<file path="src/rtl/usb_defs_pkg.sv">
// usb_defs_pkg: shared USB transmit definitions.
//   PID_DATA0/PID_DATA1 : data packet PIDs
//   EP0/EP1             : endpoint ids used for grant and last_grant
//   EP_MAX_PKT          : largest packet the transmit path will stream
//   tx_arb_state_t      : transmit arbiter FSM states
//   clamp_len           : limits a requested byte count to a maximum
package usb_defs_pkg;

    localparam logic [3:0] PID_DATA0  = 4'h3;
    localparam logic [3:0] PID_DATA1  = 4'hB;
    localparam logic       EP0        = 1'b0;
    localparam logic       EP1        = 1'b1;
    localparam int         EP_MAX_PKT = 64;

    typedef enum logic [1:0] {
        S_IDLE,
        S_STREAM,
        S_DONE
    } tx_arb_state_t;

    function automatic logic [15:0] clamp_len(input logic [15:0] len, input logic [15:0] max_len);
        return (len > max_len) ? max_len : len;
    endfunction

endpackage

</file>
<file path="src/rtl/usb_rr_arb2.sv">
// usb_rr_arb2: two-way round-robin picker.
//   req        : request vector, bit N = endpoint N
//   last_grant : endpoint granted most recently
//   grant_out  : chosen endpoint; a lone requester wins, a tie goes to the
//                endpoint that was not granted last
module usb_rr_arb2 (
    input  logic [1:0] req,
    input  logic       last_grant,
    output logic       grant_out
);

    assign grant_out = (req == 2'b11) ? ~last_grant : req[1];

endmodule

</file>
<file path="src/rtl/usb_tx_arbiter.sv">
// usb_tx_arbiter: shares the device-to-host transmit path between EP0 and EP1.
//   clk, rst_n                 : clock, asynchronous active-low reset
//   tx_window                  : response window open; arbitration only while high
//   host_abort                 : abandon the packet being streamed
//   epN_tx_req/pid/len         : endpoint packet request, PID and byte count
//   epN_rd_addr / epN_rd_data  : endpoint buffer read port (combinational data)
//   epN_tx_done / epN_tx_abort : one-cycle completion / abort pulses
//   host_tx_*                  : valid/ready byte stream toward the host
//   len_err                    : one-cycle pulse when a granted length was clamped
module usb_tx_arbiter
    import usb_defs_pkg::*;
#(
    parameter int MAX_PKT = EP_MAX_PKT,
    parameter int ADDR_W  = $clog2(MAX_PKT)
) (
    input  logic              clk,
    input  logic              rst_n,
    input  logic              tx_window,
    input  logic              host_abort,
    input  logic              ep0_tx_req,
    input  logic [3:0]        ep0_tx_pid,
    input  logic [15:0]       ep0_tx_len,
    output logic [ADDR_W-1:0] ep0_rd_addr,
    input  logic [7:0]        ep0_rd_data,
    output logic              ep0_tx_done,
    output logic              ep0_tx_abort,
    input  logic              ep1_tx_req,
    input  logic [3:0]        ep1_tx_pid,
    input  logic [15:0]       ep1_tx_len,
    output logic [ADDR_W-1:0] ep1_rd_addr,
    input  logic [7:0]        ep1_rd_data,
    output logic              ep1_tx_done,
    output logic              ep1_tx_abort,
    output logic              host_tx_valid,
    input  logic              host_tx_ready,
    output logic [3:0]        host_tx_pid,
    output logic [7:0]        host_tx_data,
    output logic [15:0]       host_tx_len,
    output logic              host_tx_sop,
    output logic              host_tx_eop,
    output logic              len_err
);

    localparam logic [15:0] MAX_LEN = 16'(MAX_PKT);

    tx_arb_state_t     state_q, state_d;
    logic              grant_q, grant_d;
    logic              last_q, last_d;
    logic [3:0]        pid_q, pid_d;
    logic [15:0]       len_q, len_d;
    logic [ADDR_W:0]   idx_q, idx_d;
    logic              len_err_q, len_err_d;
    logic              abort_q, abort_d;
    logic              pick;
    logic [15:0]       req_len;
    logic              streaming;
    logic              eop;
    logic [7:0]        rd_byte;

    usb_rr_arb2 u_arb (
        .req        ({ep1_tx_req, ep0_tx_req}),
        .last_grant (last_q),
        .grant_out  (pick)
    );

    assign streaming = (state_q == S_STREAM);
    // A zero-length packet still needs one beat, so it is eop from the start.
    assign eop       = (len_q == 16'd0) || (16'(idx_q) == len_q - 16'd1);
    assign rd_byte   = grant_q ? ep1_rd_data : ep0_rd_data;

    always_comb begin
        state_d   = state_q;
        grant_d   = grant_q;
        last_d    = last_q;
        pid_d     = pid_q;
        len_d     = len_q;
        idx_d     = idx_q;
        len_err_d = 1'b0;
        abort_d   = 1'b0;
        req_len   = pick ? ep1_tx_len : ep0_tx_len;
        case (state_q)
            S_IDLE: begin
                if (tx_window && (ep0_tx_req || ep1_tx_req)) begin
                    grant_d   = pick;
                    pid_d     = pick ? ep1_tx_pid : ep0_tx_pid;
                    len_d     = clamp_len(req_len, MAX_LEN);
                    len_err_d = (req_len > MAX_LEN);
                    idx_d     = '0;
                    state_d   = S_STREAM;
                end
            end
            S_STREAM: begin
                // Abort wins over a simultaneous accept; last_grant is left alone
                // so the aborted endpoint is first in line for the retry.
                if (host_abort) begin
                    abort_d = 1'b1;
                    state_d = S_IDLE;
                end else if (host_tx_ready) begin
                    idx_d = idx_q + 1'b1;
                    if (eop) state_d = S_DONE;
                end
            end
            S_DONE: begin
                last_d  = grant_q;
                state_d = S_IDLE;
            end
            default: state_d = S_IDLE;
        endcase
    end

    always_ff @(posedge clk or negedge rst_n) begin
        if (!rst_n) begin
            state_q   <= S_IDLE;
            grant_q   <= EP0;
            last_q    <= EP1;
            pid_q     <= '0;
            len_q     <= '0;
            idx_q     <= '0;
            len_err_q <= 1'b0;
            abort_q   <= 1'b0;
        end else begin
            state_q   <= state_d;
            grant_q   <= grant_d;
            last_q    <= last_d;
            pid_q     <= pid_d;
            len_q     <= len_d;
            idx_q     <= idx_d;
            len_err_q <= len_err_d;
            abort_q   <= abort_d;
        end
    end

    assign host_tx_valid = streaming;
    assign host_tx_pid   = pid_q;
    assign host_tx_len   = len_q;
    assign host_tx_data  = (streaming && len_q != 16'd0) ? rd_byte : 8'h00;
    assign host_tx_sop   = streaming && (idx_q == '0);
    assign host_tx_eop   = streaming && eop;
    assign ep0_rd_addr   = (streaming && grant_q == EP0) ? idx_q[ADDR_W-1:0] : '0;
    assign ep1_rd_addr   = (streaming && grant_q == EP1) ? idx_q[ADDR_W-1:0] : '0;
    assign ep0_tx_done   = (state_q == S_DONE) && (grant_q == EP0);
    assign ep1_tx_done   = (state_q == S_DONE) && (grant_q == EP1);
    assign ep0_tx_abort  = abort_q && (grant_q == EP0);
    assign ep1_tx_abort  = abort_q && (grant_q == EP1);
    assign len_err       = len_err_q;

endmodule
</file>
<file path="config.mk">
export PLATFORM = sky130hd
export DESIGN_NAME = usb_tx_arbiter
export DESIGN_NICKNAME = d
export VERILOG_FILES = /design/src/rtl/usb_defs_pkg.sv /design/src/rtl/usb_rr_arb2.sv /design/src/rtl/usb_tx_arbiter.sv
export SDC_FILE = /design/constraint.sdc
export NUM_CORES = 1
export LEC_CHECK = 0
export BUFFER_PORTS_ARGS = -buffer_cell sky130_fd_sc_hd__buf_2
export CELL_PAD_IN_SITES_DETAIL_PLACEMENT = 0
export CELL_PAD_IN_SITES_GLOBAL_PLACEMENT = 1
export CORE_MARGIN = 1
export CORE_UTILIZATION = 35
export CTS_CLUSTER_DIAMETER = 150
export CTS_CLUSTER_SIZE = 8
export DETAILED_ROUTE_END_ITERATION = 7
export PLACE_DENSITY_LB_ADDON = 0.1
export SKIP_LAST_GASP = 1
export SYNTH_ARGS = -nofsm -noshare
export SYNTH_HDL_FRONTEND = slang
export SYNTH_SLANG_ARGS = --single-unit
</file>
<file path="constraint.sdc">
create_clock -name clk -period 6 [get_ports clk]
set_clock_uncertainty 0.1 [all_clocks]
set_input_delay 1.5 -clock clk [delete_from_list [all_inputs] [get_ports clk]]
set_output_delay 1.5 -clock clk [all_outputs]
set_load 0.005 [all_outputs]
</file>
After elaboration in Yosys (flattened, before gate mapping)
Cells that the tools add are included.
{ "classes": {"n_addsub": 2, "n_mul": 0, "n_div": 0, "n_lt_le_gt_ge": 1, "n_eq_ne": 9, "shifts": 0, "mux": 21, "bitwise": 2, "reduce_logical": 20} }
{ "op_table": {"columns": ["op", "n"], "rows": [
  ["16-bit two-way mux", 2],
  ["7-bit two-way mux", 3],
  ["7-bit by 16-bit equality test with 1-bit output", 1],
  ["16-bit by 7-bit greater-than comparator with 1-bit output (second input constant)", 1],
  ["16-bit zero test", 1],
  ["8-bit two-way mux", 2],
  ["16-bit nonzero test", 1],
  ["16-bit by 1-bit subtractor with 16-bit output (second input constant)", 1],
  ["7-bit one-hot mux with 2 select lines", 1],
  ["6-bit two-way mux", 2],
  ["1-bit logical AND", 10],
  ["2-bit two-way mux", 4],
  ["7-bit by 1-bit adder with 7-bit output (second input constant)", 1],
  ["7-bit zero test", 1],
  ["2-bit != test (second input constant)", 3],
  ["1-bit two-way mux", 5],
  ["2-bit equality test (second input constant)", 2],
  ["4-bit two-way mux", 1],
  ["2-bit one-hot mux with 2 select lines", 1],
  ["4-bit AND reduction", 1],
  ["3-bit by 2-bit != test with 1-bit output (second input constant)", 1],
  ["3-bit != test (second input constant)", 1],
  ["3-bit AND reduction", 1],
  ["2-bit by 1-bit equality test with 1-bit output (second input constant)", 1],
  ["other kinds (5)", 7]
]} }
{ "totals": {"regBits": 33, "latch_bits": 0, "mem_bits_rw": 0, "rom_bits": 0, "output_inout_bits": 48, "mem_count": 0} }

Logic depth before layout (Yosys ltp)
Gate-level depths: netlist (run 1).
{ "depth": {"depth_word": 7, "mapped_depth": 10, "depth_no_buf": 8} }

Modules after synthesis
Synthesis (run 1) repeated with hierarchy kept, for this count alone.
{ "unflattened": {"cells_unflattened": 237, "hier_area_um2": 2160.8} }
{ "by_module_without_submodules": {"columns": ["mod", "n_inst", "cells_each", "area_each_um2"], "rows": [
  ["usb_tx_arbiter", 1, 236, 2149.6],
  ["usb_rr_arb2", 1, 1, 11.3]
]} }

Least setup slack after synthesis (run 1)
OpenSTA, ideal clock, no wires.
{ "synth_path": {"path_kind": "register to output", "from": "register len_q[0] (netlist: host_tx_len[0])", "to": "output host_tx_eop", "t_arrival_ns": 2.428, "required_time_ns": 4.400, "slack_ns": 1.972, "path_stages_with_launch": 11, "cell_sequence": "dfrtp_1 -> buf_6 -> inv_1 -> ha_1 -> or3b_1 -> buf_6 -> or4b_4 -> a21oi_2 -> nor2_1 -> o41a_1 -> nor2_1"} }
{ "synth_via": {"elab_chain_cells": 4} }
{ "synth_lines": {"columns": ["element", "line_no", "source"], "rows": [
  ["start: declaration", "usb_tx_arbiter.sv:50", "logic [15:0] len_q, len_d;"],
  ["start signal: assignment", "usb_tx_arbiter.sv:126", "len_q <= len_d;"],
  ["16-bit by 1-bit subtractor with 16-bit output", "usb_tx_arbiter.sv:68", "assign eop = (len_q == 16'd0) || (16'(idx_q) == len_q - 16'd1);"],
  ["7-bit by 16-bit equality test with 1-bit output", "usb_tx_arbiter.sv:68", null],
  ["1-bit logical OR *", "usb_tx_arbiter.sv:68", null],
  ["1-bit logical AND *", "usb_tx_arbiter.sv:138", "assign host_tx_eop = streaming && eop;"],
  ["end: declaration", "usb_tx_arbiter.sv:40", "output logic host_tx_eop,"]
]} }
Mark *: on every way between the ends. The rest lies on a longest branch, timed or not.

Final worst setup path (run 1)
Same ends and word-level chain as after synthesis.

==> summary.txt, run 1 <==
Status - completed
Antenna violations before repair - 0
Critical path's largest stage delay - 530 ps
Reg2Reg Depth - 8
Largest net degree at the start of global routing - 34
CTS root buf - clkbuf_8
Mux share of post-synthesis cell area - 8.964%
Sw Ratio - 29.82%
Final-layout fill cell count - 603
Total Power - 578.0 uW
Post-layout min period - 4549 ps
Critical-path maximum fanout - 9
Number of DRC markers in iteration 0 - 72
ANT nets after route - 0
Critical path type - flip-flop to output port
Hold Slack - 379.2 ps
Vias - 2252
Max rail drop VDD - 0.07959 mV
ANT cells - 0
Starting Density - 37.06%
CORE AREA - 6026 sq um
Number of global-route vias before repair - 1992
Critical Path Source - host_tx_len[0]
Vert. Die Dim - 81.88 microns
Worst-path clk slew - 70 ps
Clk pwr share - 31.9%
Post-synthesis adder-cell area fraction - 2.241%
CTS tree - yes
Net Count, Synth - 321
Flop pwr share - 44.9%
Netlist cell types - 53
Synth Area in Simple Gates - 29.08%
Startpoint Class - flip-flop
Die area - 6704 sq um
Share of the synthesized area in the top cell type - 35.85%
Max Freq - 219.8 MHz
Final Cycle Share - 75.81%
Htree depth - 2
Type of destination of the critical path - output port
Worst hold path type - flip-flop to flip-flop
# setup viols final - 0
Sequential fraction of the synthesis area - 37.03%
Net Switching - 172.4 uW
Pins Over Slew Limit - 0
Post-layout worst setup margin - 1451 ps
Worst EP arrival - 2950 ps
Reg2reg setup slack - 3280 ps
Cells after Synth - 254
Main synth FF type - dfrtp_1
Final non-filler cell total - 435
Yosys warning total - 0
TritonRoute pass-1 iters - 4
CTS resizes - 0
Total power per unit cell area - 197.7 nW/um^2
EDFF count, synth - 0
Top post-synthesis cells by area - dfrtp_1 36%, mux2i_1 9.0%, nor2_1 5.4%
Placer Congestion - 0.8486
I/O Pins - 111
Async S/R FF share, synth - 100.0%
CP Depth - 9
Synth Area in Compound Gates - 13.50%
Latest clock arrival within the worst-skew pair - 280 ps
Register bit total from synthesis - 33
Die W - 81.88 microns
Worst r2r dst - state_q[1]
Unrepaired setup endpoints after global routing - false
Total grt overflow - 0
Layout cells sized above 1 - 36.11%
Tot GR Track Use - 18.59%
Crit path to - host_tx_eop
Layout area overhead - 30.92%
Pre-CTS WS - 1739 ps
Crit path required time - 4400 ps
CP most frequent cell - nor2_1
Hold_buf cts - 0
Final Hold Fails - 0
Largest family of logic cells by synthesized area - simple AND/OR/NAND/NOR gates
Top cells by count, synth - 32 x dfrtp_1, 32 x nor2_1, 22 x nand2_1
Synth Cell Area - 2233 sq um
CTS buffer count - 5
Slew margin rel. - 33.92%
DRC - 0
# nets final - 426
Multi-input logic area - 1310 sq um
Area occupied by registers - 827.0 sq um
# clock sinks - 33
Cell Chain, Critical Path - inv_1, ha_1, or3b_1, or4b_4, a21oi_2, nor2_1, o41a_1, nor2_1, buf_2
Post-Route WL - 5848 microns
Comb pwr share - 23.2%
Lkg Pwr - 1.535 nW
XOR/XNOR share of the synthesized area - 4.706%
Top delay family on crit path - simple AND/OR/NAND/NOR gates
# port buffers - 110
Num rows - 28
Clock Tree Buf Depth - 2
WL/cell - 13.44 microns
Setup TNS - 0 ps
Worst r2r src - host_tx_len[0]
First-pass GRT wire length - 9563 microns
Vias per Instance - 5.177
Placed Instances - 427
Post-CTS setup buffer count - 0
Avg Inst Size Synth - 8.793 sq um
Yosys top cell by area - dfrtp_1
Number of max-cap violations - 0
Crit path buf inv count - 2
Post-DP HPWL - 4525 microns
Critical-path top delay cell - or4b_4
Cell-internal power - 405.6 uW
Worst-margin pin slew - 985.4 ps
routing by layer:
layer	global-route usage (%)	up-vias	part of all wire (%)
met5	0	-	0
met4	4.737	0	1.0
met3	3.667	6	6.9
met2	30.08	84	46
met1	25.15	1037	46
li1	-	1125	-
cell families (layout without fill, tap and decap cells):
kind of cell	after synthesis	after routing
adders and majority gates	4	4
buffers and inverters	22	128
xor gates and xnor gates	12	12
and+or+nand+nor	121	121
muxes	20	20
DFF	33	33
AOI/OAI and AO/OA	42	42
per-stage QoR:
stage	cell area (sq um)	util [%]
after floorplan	2233	-
after global placement	2823	46.84
after detailed placement	2823	46.84
after CTS	2924	48.53
after global routing	2924	48.53
final	2924	48.53
cell type report:
cell class | instances | share of cell area (%)
clock buffer | 7 | 3.295
clock inverter | 1 | 0.1712
inverter | 9 | 1.155
multi-input combinational | 199 | 44.80
sequential | 33 | 28.28
tap | 75 | 3.209
timing repair buffer | 111 | 19.08
cell usage in the layout (no fill, tap or decap), types with 2 or more instances in the layout:
cell        n
buf_2     110
nor2_1     32
dfrtp_1    32
nand2_1    22
mux2i_1    20
nor3_1     14
o21ai_0    13
and2_1     11
inv_1       9
and3_1      9
xnor2_1     7
clkbuf_8    7
nand4_1     6
or4_1       5
xor2_1      5
o22ai_1     4
ha_1        4
nand2b_1    3
nor3b_1     3
nor4_1      3
a21oi_1     3
nor4b_1     2
o31ai_1     2
nor2b_1     2
nand3_1     2
or3_1       2
state kept, by name (all words and copies together), names as in the netlist:
name         count
host_tx_len     16
idx_q            7
host_tx_pid      4
state_q          2
abort_q          1
grant_q          1
last_q           1
len_err          1
how the worst min path moves through the flow:
| stage | startpoint | endpoint | cells after the start |
|---|---|---|---|
| final | host_tx_pid[0] | host_tx_pid[0] | 2 |
| after global routing | host_tx_pid[0] | host_tx_pid[0] | 2 |
| after CTS | host_tx_pid[3] | host_tx_pid[3] | 2 |
| after detailed placement | host_tx_pid[3] | host_tx_pid[3] | 2 |
| after global placement | host_tx_pid[2] | host_tx_pid[2] | 2 |
| after floorplan | host_tx_pid[0] | host_tx_pid[0] | 2 |
power groups by stage:
| stage | logic, mW | registers [mW] | clock network (mW) |
|---|---|---|---|
| global placement | 0.135 | 0.264 | 0 |
| CTS | 0.137 | 0.260 | 0.191 |
| finish | 0.134 | 0.259 | 0.184 |
| global route | 0.156 | 0.263 | 0.202 |
| floorplan | 0.0817 | 0.252 | 0 |
| detailed placement | 0.136 | 0.264 | 0 |
worst register-to-register path: stages, from the launching register on:
cell     delay, ps
dfrtp_1        480
inv_1          120
ha_1           190
or3b_1         500
or4b_4         530
a21oi_2        160
nor2_1          70
o41a_1         400
nor2_1         110
Note: power is estimated with default switching activity, not from simulation.
==> run 2: changes to the inputs <==
- CORE_UTILIZATION: 35 -> 33
- clock period: 6 -> 4.2 ns (I/O delays scaled with it)
==> run 2 against run 1 <==
Effect of this change:
- the run now ends with design-rule violations left
- worst hold slack worse by 2.3 ps
- routed wire length is 4.2% higher
- sequential share of layout area hardly changed
- sequential power is 44% higher
- combinational power is 43% higher
- sequential cell count stayed put
- critical path depth stayed put
- non-clock buffer count is 2 higher
- die area is 5.9% higher
- via count is 1.6% lower
- largest cell class unchanged
==> summary.txt, run 2 (same netlist as run 1, synthesis figures left out) <==
Status - complete, but fails checks
Violated checks - design-rule violations
Crit path required time - 3050 ps
DRC - 10
Latest clock arrival within the worst-skew pair - 290 ps
TritonRoute pass-1 iters - 6
Max Freq - 250.3 MHz
Worst-path clk slew - 70 ps
Num rows - 29
Tot GR Track Use - 18.19%
Worst hold path type - flip-flop to flip-flop
Placer Congestion - 0.8354
Total Power - 799.8 uW
Hold_buf cts - 0
CTS tree - yes
Vert. Die Dim - 84.27 microns
CTS root buf - clkbuf_8
Worst-margin pin slew - 844.2 ps
Critical path type - flip-flop to output port
Starting Density - 34.58%
Layout cells sized above 1 - 36.19%
Worst EP arrival - 2840 ps
CORE AREA - 6459 sq um
Post-Route WL - 6094 microns
Commonest non-fill, non-tap cell in the layout - buf_2
Commonest non-fill, non-tap cells in the layout - 110 x buf_2, 32 x nor2_1, 32 x dfrtp_1, 22 x nand2_1, 20 x mux2i_1
Critical-path maximum fanout - 9
Antenna violations before repair - 0
Number of flip-flops in the largest register - 16
# nets final - 428
ANT cells - 0
# clock sinks - 33
Largest net degree at the start of global routing - 34
Total power per unit cell area - 273.7 nW/um^2
WL/cell - 13.88 microns
Final Cycle Share - 95.11%
Post-DP HPWL - 4675 microns
Final Hold Fails - 0
I/O Pins - 111
Number of max-cap violations - 0
Htree depth - 2
Die area - 7101 sq um
Post-CTS setup buffer count - 0
# setup viols final - 0
Post-layout min period - 3994 ps
Unrepaired setup endpoints after global routing - false
Startpoint Class - flip-flop
Pins Over Slew Limit - 0
ANT nets after route - 0
First-pass GRT wire length - 10300 microns
Number of DRC markers in iteration 0 - 78
Clock Tree Buf Depth - 2
Max rail drop VDD - 0.1082 mV
Post-DP Area - 2840 sq um
Finished layout cell area - 2923 sq um
Met1 WL - 2947 microns
CTS resizes - 0
Highest metal used - met4
Vias per Instance - 5.048
Routed wl met2 - 2750 microns
Die W - 84.27 microns
Slew margin rel. - 43.47%
Type of destination of the critical path - output port
# port buffers - 110
DR WL met3 - 331 microns
Number of global-route vias before repair - 2116
CTS buffer count - 5
Total grt overflow - 0
Layout area overhead - 30.87%
Lkg Pwr - 1.536 nW
Vias - 2216
Setup TNS - 0 ps
## run 2: cell types whose count changed in the layout (fill, tap and decap cells not counted)
cell / before / now
clkbuf_8: 7 / 5
buf_4: 1 / 3
clkinv_2: 1 / 2
clkbuf_1: 0 / 1
## run 2: report_power, final
part	total, mW	internal (mW)	switching, mW	leakage, nW
Sequential	0.372	0.340	0.0315	0.440
Combinational	0.192	0.0915	0.101	1.05
Clock	0.236	0.115	0.121	0.0450
Total	0.800	0.547	0.253	1.54
## run 2: final timing paths
kind,cells after the start,slack [ps],start,to
worst max-delay path,9,210,host_tx_len[0],host_tx_eop
worst min-delay path,2,380,host_tx_pid[2],host_tx_pid[2]
worst max register to register,8,1610,host_tx_len[0],state_q[1]
worst min register to register,2,380,host_tx_pid[2],host_tx_pid[2]
max in group asynchronous,1,2800,rst_n,grant_q
min in group asynchronous,1,720,rst_n,host_tx_len[10]
## run 2: final cells by class
cell class / count / area [sq um]
Clock buffer: 6 / 72.57
Clock inverter: 2 / 10.01
Fill cell: 689 / 3536
Inverter: 9 / 33.78
Multi-Input combinational cell: 199 / 1310
Sequential cell: 33 / 827.0
Tap cell: 77 / 96.34
Timing Repair Buffer: 113 / 573.1
## run 2: worst max-delay path: stages (launching register included)
cell,delay (ps)
dfrtp_1,490
inv_1,120
ha_1,200
or3b_1,380
or4b_4,490
a21oi_2,170
nor2_1,70
o41a_1,390
nor2_1,120
buf_2,130
## run 2: stage by stage
stage               util [%]  setup slack (ps)  hold WS (ps)  instances
finish                 45.25             205.5         376.9        439
global route           45.25             20.15         419.1        439
global placement       43.98             560.9         363.0        431
detailed placement     43.98             514.9         369.7        431
floorplan                  -             621.6         373.3        254
CTS                    45.25             191.0         385.9        439
## run 2: metal layers
layer	GRT usage (%)	vias to the layer above
met2	29.43	73
li1	-	1126
met3	3.736	5
met5	0	-
met1	24.63	1012
met4	5.172	0
==> run 3: changes to the inputs <==
- CORE_ASPECT_RATIO: default -> 1.2
==> run 3 against run 2 <==
Effect of this change:
- the run now ends clean
- via count up 0.32%
- core utilization about the same
- largest cell class unchanged
- highest routed layer unchanged
- combinational power about the same
- critical path type unchanged
==> summary.txt, run 3 (same netlist as run 1, synthesis figures left out) <==
Slew margin rel. - 39.27%
Layout area overhead - 31.48%
Post-Route WL - 6274 microns
Finished layout cell area - 2937 sq um
# nets final - 428
Hold Path Stages - 2
Antenna violations before repair - 0
Worst-path clk slew - 70 ps
# setup viols final - 0
Post-layout min period - 4036 ps
Vias per Instance - 4.973
Vias - 2223
Setup TNS - 0 ps
Tot GR Track Use - 17.53%
Commonest non-fill, non-tap cells in the layout - 110 x buf_2, 32 x nor2_1, 31 x dfrtp_1, 22 x nand2_1, 20 x mux2i_1
# clock sinks - 33
CTS buffer count - 5
Unrepaired setup endpoints after global routing - false
Startpoint Class - flip-flop
TritonRoute pass-1 iters - 4
Die area - 7102 sq um
Final Cycle Share - 96.10%
ANT nets after route - 0
Critical-path maximum fanout - 8
Max Freq - 247.7 MHz
DR WL met3 - 329 microns
Total power per unit cell area - 270.5 nW/um^2
WL/cell - 14.04 microns
Clock Tree Buf Depth - 2
CTS root buf - clkbuf_8
Highest metal used - met4
Layout cells sized above 1 - 36.74%
DRC - 0
Lkg Pwr - 1.531 nW
Critical path type - flip-flop to output port
Routed wl met2 - 3105 microns
Met1 WL - 2721 microns
Worst-margin pin slew - 905.6 ps
Number of global-route vias before repair - 1956
Vert. Die Dim - 92.12 microns
First-pass GRT wire length - 9770 microns
Commonest non-fill, non-tap cell in the layout - buf_2
Placer Congestion - 0.8589
Placed Instances - 439
Final Hold Fails - 0
Final non-filler cell total - 447
Hold path start - host_tx_pid[0]
Die W - 77.10 microns
Largest net degree at the start of global routing - 34
Post-DP Area - 2850 sq um
# port buffers - 110
Pins Over Slew Limit - 0
Max rail drop VDD - 0.1754 mV
CORE AREA - 6486 sq um
ANT cells - 0
Hold_buf cts - 0
Total grt overflow - 0
Worst EP arrival - 2890 ps
Worst hold path type - flip-flop to flip-flop
I/O Pins - 111
Starting Density - 34.43%
Hold EP - host_tx_pid[0]
Number of flip-flops in the largest register - 16
CTS tree - yes
Type of destination of the critical path - output port
Status - completed
Worst r2r dst - state_q[1]
Htree depth - 2
Post-DP HPWL - 4751 microns
Total Power - 794.3 uW
Reg2reg setup slack - 1540 ps
Latest clock arrival within the worst-skew pair - 290 ps
Worst r2r src - host_tx_len[1]
Num rows - 32
Number of DRC markers in iteration 0 - 54
Crit path required time - 3050 ps
Hold Slack - 376.8 ps
Reg2Reg Depth - 8
Number of max-cap violations - 0
==> run 3: worst max-delay path, stage by stage (launching register included) <==
cell     delay (ps)
dfrtp_2         450
inv_1           110
ha_1            200
or3b_4          450
or4b_4          510
a21oi_2         170
nor2_1           70
o41a_1          420
nor2_1          110
buf_2           120
==> run 3: routing by layer <==
metal	GRT usage (%)	vias up
met5	0	-
met4	6.447	0
met3	3.881	9
met2	29.91	73
met1	21.51	1021
li1	-	1120
==> run 3: final cells by class <==
cell class | instances | area [sq um]
Tap cell | 85 | 106.4
Clock inverter | 2 | 10.01
Multi-Input combinational cell | 199 | 1313
Sequential cell | 33 | 828.3
Inverter | 9 | 33.78
Clock buffer | 6 | 72.57
Timing Repair Buffer | 113 | 573.1
Fill cell | 696 | 3550
==> run 3: worst max-delay path by stage <==
| stage | from | end | cells after the start |
|---|---|---|---|
| 2_1_floorplan | host_tx_len[0] | host_tx_eop | 10 |
| 3_3_place_gp | host_tx_len[1] | host_tx_eop | 9 |
| 3_5_place_dp | host_tx_len[1] | host_tx_eop | 9 |
| 4_1_cts | host_tx_len[1] | host_tx_eop | 9 |
| 5_1_grt | host_tx_len[1] | host_tx_eop | 9 |
| 6_report | host_tx_len[1] | host_tx_eop | 9 |
==> run 3: per-stage QoR <==
step	utilization (%)	setup WS (ps)
after CTS	45.22	66.88
after global placement	43.94	439.4
final	45.27	163.6
after floorplan	-	621.6
after global routing	45.27	11.58
after detailed placement	43.94	417.4
==> run 3: what timing repair did <==
action                                  4_1_cts  5_1_grt
endpoints found under the setup margin        0        1
resized for setup                             0        2
setup buffers                                 0        0
==> run 3: where the power goes <==
| part | internal, mW | switching (mW) |
|---|---|---|
| Sequential | 0.340 | 0.0295 |
| Combinational | 0.0908 | 0.0987 |
| Clock | 0.115 | 0.120 |
| Total | 0.546 | 0.248 |
